<file path="src/rtl/arb_pkg.sv">
// rtl/arb_pkg.sv - shared types and constants for the request arbiter
package arb_pkg;

    typedef enum logic {
        ARB_IDLE = 1'b0,
        ARB_BUSY = 1'b1
    } arb_state_t;

    localparam int ARB_FIXED = 0;
    localparam int ARB_RR    = 1;

    // Index width for n requesters; a single requester still needs one bit.
    function automatic int idx_w(input int n);
        return (n > 1) ? $clog2(n) : 1;
    endfunction

endpackage

</file>
<file path="src/rtl/pri_enc.sv">
// rtl/pri_enc.sv - lowest-index-first priority encoder with valid flag
`ifndef High
`define High 1'b1
`endif
`ifndef Low
`define Low 1'b0
`endif

module pri_enc
    import arb_pkg::*;
#(
    parameter int   IN  = 8,
    parameter logic ACT = `High,
    parameter int   OUT = idx_w(IN)
) (
    input  logic [IN-1:0]  vec_i,
    output logic           valid_o,
    output logic [OUT-1:0] idx_o
);

    logic [IN-1:0] nvec;

    assign nvec = (ACT == `High) ? vec_i : ~vec_i;

    // Scanning downward lets the lowest set bit overwrite any higher one.
    always_comb begin
        valid_o = 1'b0;
        idx_o   = '0;
        for (int i = IN - 1; i >= 0; i--) begin
            if (nvec[i]) begin
                valid_o = 1'b1;
                idx_o   = OUT'(i);
            end
        end
    end

endmodule

</file>
<file path="src/rtl/rr_pri_arb.sv">
// rtl/rr_pri_arb.sv - fixed-priority / round-robin arbiter with held grants
`ifndef High
`define High 1'b1
`endif
`ifndef Low
`define Low 1'b0
`endif

module rr_pri_arb
    import arb_pkg::*;
#(
    parameter int   REQ  = 8,
    parameter int   OUT  = idx_w(REQ),
    parameter logic ACT  = `High,
    parameter int   MODE = ARB_RR
) (
    input  logic           clk,
    input  logic           reset_,
    input  logic [REQ-1:0] req,
    input  logic           last,
    output logic           grant_valid,
    output logic [REQ-1:0] grant,
    output logic [OUT-1:0] grant_idx
);

    arb_state_t     state_q;
    logic [OUT-1:0] ptr_q;
    logic [OUT-1:0] ptr_d;

    logic [REQ-1:0] nreq;
    logic [REQ-1:0] hold_mask;
    logic [REQ-1:0] cand;
    logic [REQ-1:0] ptr_mask;
    logic [REQ-1:0] mcand;
    logic [REQ-1:0] win_onehot;
    logic           m_valid;
    logic           u_valid;
    logic [OUT-1:0] m_idx;
    logic [OUT-1:0] u_idx;
    logic [OUT-1:0] win_idx;
    logic           rel;
    logic           arb_en;

    assign nreq = (ACT == `High) ? req : ~req;

    // The current holder is excluded so a release never re-grants it back to back.
    always_comb begin
        hold_mask = '0;
        if (state_q == ARB_BUSY) begin
            hold_mask[grant_idx] = 1'b1;
        end
        cand = nreq & ~hold_mask;
        for (int i = 0; i < REQ; i++) begin
            ptr_mask[i] = (MODE == ARB_RR) && (i >= int'(ptr_q));
        end
        mcand = cand & ptr_mask;
    end

    pri_enc #(.IN(REQ), .ACT(`High), .OUT(OUT)) u_enc_masked (
        .vec_i   (mcand),
        .valid_o (m_valid),
        .idx_o   (m_idx)
    );

    pri_enc #(.IN(REQ), .ACT(`High), .OUT(OUT)) u_enc_full (
        .vec_i   (cand),
        .valid_o (u_valid),
        .idx_o   (u_idx)
    );

    always_comb begin
        win_idx = m_valid ? m_idx : u_idx;
        win_onehot = '0;
        win_onehot[win_idx] = 1'b1;
        if (int'(win_idx) == REQ - 1) begin
            ptr_d = '0;
        end else begin
            ptr_d = win_idx + OUT'(1);
        end
    end

    assign rel    = (state_q == ARB_BUSY) && (last || !nreq[grant_idx]);
    assign arb_en = (state_q == ARB_IDLE) || rel;

    always_ff @(posedge clk) begin
        if (!reset_) begin
            state_q     <= ARB_IDLE;
            ptr_q       <= '0;
            grant_valid <= 1'b0;
            grant       <= '0;
            grant_idx   <= '0;
        end else if (arb_en) begin
            if (u_valid) begin
                state_q     <= ARB_BUSY;
                grant_valid <= 1'b1;
                grant       <= win_onehot;
                grant_idx   <= win_idx;
                if (MODE == ARB_RR) begin
                    ptr_q <= ptr_d;
                end
            end else begin
                state_q     <= ARB_IDLE;
                grant_valid <= 1'b0;
                grant       <= '0;
                grant_idx   <= '0;
            end
        end
    end

endmodule
</file>
<file path="config.mk">
export PLATFORM = sky130hd
export DESIGN_NAME = rr_pri_arb
export DESIGN_NICKNAME = d
export VERILOG_FILES = /design/src/rtl/arb_pkg.sv /design/src/rtl/pri_enc.sv /design/src/rtl/rr_pri_arb.sv
export SDC_FILE = /design/constraint.sdc
export NUM_CORES = 1
export LEC_CHECK = 0
export CORE_MARGIN = 1.5
export CORE_UTILIZATION = 52
export DETAILED_ROUTE_END_ITERATION = 6
export PLACE_DENSITY = 0.79
export SLEW_MARGIN = 20
export SYNTH_ARGS = -nofsm -noshare
export SYNTH_HDL_FRONTEND = slang
export SYNTH_SLANG_ARGS = --single-unit
</file>
<file path="constraint.sdc">
create_clock -name clk -period 2.53 [get_ports clk]
set_input_delay 0.506 -clock clk [delete_from_list [all_inputs] [get_ports clk]]
set_output_delay 0.506 -clock clk [all_outputs]
set_load 0.02 [all_outputs]
</file>
==> qor.yml <==
grt_start_max_net_pins: 16
worst_setup_path_start_kind: "input port"
worstPathCellList: "clkdlybuf4s50_1, mux2_2, o32a_1, o21ai_1, a311o_1, and2_4, ha_1, inv_1, xnor2_1, a21oi_1"
main_combinational_cell_family_by_area_after_synthesis: "compound AO/OA/AOI/OAI gates"
yosys.area_share.simple: 0.231
timing.critical_path.slowest_cell_delay_ns: 0.43
design_power_total_w: 0.00147
setup_repair_after_global_routing_missed_its_margin: "no"
holdCritStartpoint: "grant[0]"
avgSynthCellArea_um2: 8.80
cts_tree: "yes"
routedWlPerCell_um: 15.9
final_min_period_over_clock_period: 0.963
timing.rr.start: "state_q"
crit_family: "compound AO/OA/AOI/OAI gates"
buffer_and_inverter_count_on_the_worst_path: 2
setup.reg_to_reg.worst_slack_ns: 0.18
postRouteAntennaNets: 0
routed_wirelength_um: 3380
replace_congestion: 0.876
r2r_cells: 6
post_synth_instance_area_um2: 1300
die_width_um: 53.1
cts_max_path_buffers: 2
worst_pin_slew_ns: 0.430
ys_seq_elements: 15
die_area_um2: 2810
final.setup.tns_ns: 0
synth_async_sr_flop_share: 0
period_needed_ns: 2.44
cts.htree.levels: 1
hpwlAfterDp_um: 2590
fp-row-count: 17
cp.arrival_ns: 2.60
proportion_of_layout_cells_with_a_drive_suffix_above_1: 0.276
synth_adder_area_share: 0.00961
initial_utilization: 0.567
min_delay_path_depth: 2
drv.max_cap_violation_count: 0
crit_path_setup_slack_layout_ns: 0.0940
static-leakage-power_nw: 0.657
timing.setup.critical_path_class: "in -> reg"
hold_class: "reg -> reg"
final_cell_area_um2: 1680
ctsRootBufferMaster: "clkbuf_4"
regToRegEndpoint: "grant[2]"
vias: 1387
synth_xor_xnor_area_share: 0.00672
later_pin_clock_latency_in_the_skew_report_ns: 0.28
max_clock_freq_mhz: 411
initial_antenna_violation_count: 0
ios: 23
globalRouteTotalUtil: 0.259
first_iter_violations: 49
placed_cell_area_um2: 1640
finalSetupViolCount: 0
status: "finished, final reports clean"
worst_setup_hold_path_clk_slew_ns: 0.09
preCtsSetupSlack_ns: -0.180
numPortBuffers: 22
nNetsFinal: 198
crit_path_top_delay_cell: "clkdlybuf4s50_1"
multi_input_area_um2: 890
worstSetupEndpointType: "flop"
die_height_um: 53.1
regArea_um2: 303
synthesis.instances: 148
worst_path_required_ns: 2.70
synthMuxAreaShare: 0.0788
via_count_of_the_first_global_routing_pass: 1226
path_max_fanout: 4
power-per-cell-area_nw_per_um2: 873
synth.net_count: 160
max-slew-margin-rel: 0.712
vdd_ir_drop_max_mv: 0.777
worst_clock_skew_ns: 0.00626
final.fill_count: 176
placeableCoreArea_um2: 2300
report.final.hold_viol_count: 0
cts_made_buffers: 3
grt.overflow.total: 0
synth-seq-area-share: 0.231
synth_edf_count: 0
synth_compound_gate_area_share: 0.349
numClockSinks: 15
postSynth.topFlopCell: "dfxtp_1"
yosys_warnings: 0
area_grow_syn2layout_pct: 29.3
drt_drc_violations_left: 0
wire_length_of_the_first_global_routing_pass_um: 5440
diodes: 0
netlist-cell-type-count: 62
detail_route.vias_per_cell: 6.51
firstDrtPassIters: 4
finalMaxSlewViolations: 0
hold_path_end: "grant[0]"
## worst max-delay path by stage
stage / startpoint / endpoint / slack, ns / depth (start not counted)
floorplan: grant_idx[0] / ptr_q[1] / 0.14 / 11
global placement: req[4] / ptr_q[2] / -0.11 / 10
detailed placement: req[5] / ptr_q[1] / -0.18 / 10
CTS: grant_idx[0] / grant[5] / 0.08 / 8
global route: req[5] / ptr_q[2] / 0.02 / 10
finish: req[4] / ptr_q[2] / 0.09 / 10
## layer usage
metal	GRT usage	up-vias	part of all wire
li1	-	656	-
met1	0.347	672	0.47
met2	0.425	49	0.48
met3	0.0424	10	0.032
met4	0.0769	0	0.019
met5	0	-	0
## registers in the layout (all words and copies together) (netlist names)
name       flops
grant_idx      3
ptr_q          3
grant          8
state_q        1
## cell families after synthesis
family,count (synthesis)
AND/OR/NAND/NOR,49
adder cells (fa/ha/maj),1
flip-flops,15
multiplexers,7
XOR/XNOR,1
AO/OA/AOI/OAI,54
buffers and inverters,21
## cell usage in the layout, fill, tap and decap left out, types with 3 or more instances in the layout
cell             count
a22oi_1              3
o22ai_1              3
clkdlybuf4s50_1     22
and2_1               4
a31oi_1              3
buf_4               24
inv_1                7
nand4b_1             3
dfxtp_1             13
nand3_1              3
a21oi_1              7
clkbuf_4             3
o21ai_0              3
nor2_1               4
nand2_1             13
a32o_1               4
## synth_stat cells (3+ instances only)
cell	count	area [um2]
a31oi_1	3	18.8
a21oi_1	7	35.0
clkbuf_1	4	15.0
nand3_1	3	15.0
buf_6	5	56.3
a22oi_1	3	22.5
a32o_1	4	40.0
and2_1	5	31.3
o21ai_0	4	20.0
o22ai_1	3	18.8
dfxtp_1	15	300
nor2_1	4	15.0
nand2_1	14	52.6
nand4b_1	3	26.3
inv_1	7	26.3
buf_2	3	15.0
## worst min-delay path, cell delays in order, from the launching register on
cell and delay, ns:
dfxtp_1 0.32, nand2_1 0.05, o31ai_1 0.05
## metrics by stage
step / utilization / hold WS (ns) / std cells
after global routing: 0.733 / 0.490 / 213
final: 0.733 / 0.464 / 213
after CTS: 0.724 / 0.468 / 212
after detailed placement: 0.712 / 0.442 / 208
after global placement: 0.712 / 0.435 / 208
after floorplan: - / 0.515 / 148
## final cells by class
class / instances / area share
multi-input combinational: 112 / 0.528
timing repair buffer: 46 / 0.238
sequential: 15 / 0.180
tap: 28 / 0.0208
inverter: 8 / 0.0178
clock buffer: 4 / 0.0156
## repair_timing
action | CTS | global route
buffers inserted | 0 | 1
endpoints found under the setup margin | 0 | 6
endpoints found under the hold margin | 0 | 0
resized for setup | 0 | 8
hold buffers | 0 | 0
## power breakdown
part,switching (W),leakage [nW],internal [W]
combinational,0.000451,0.518,0.000468
sequential,0.000113,0.124,0.000305
clock,0.0000727,0.0150,0.0000611
(Power assumes the default switching activity.)
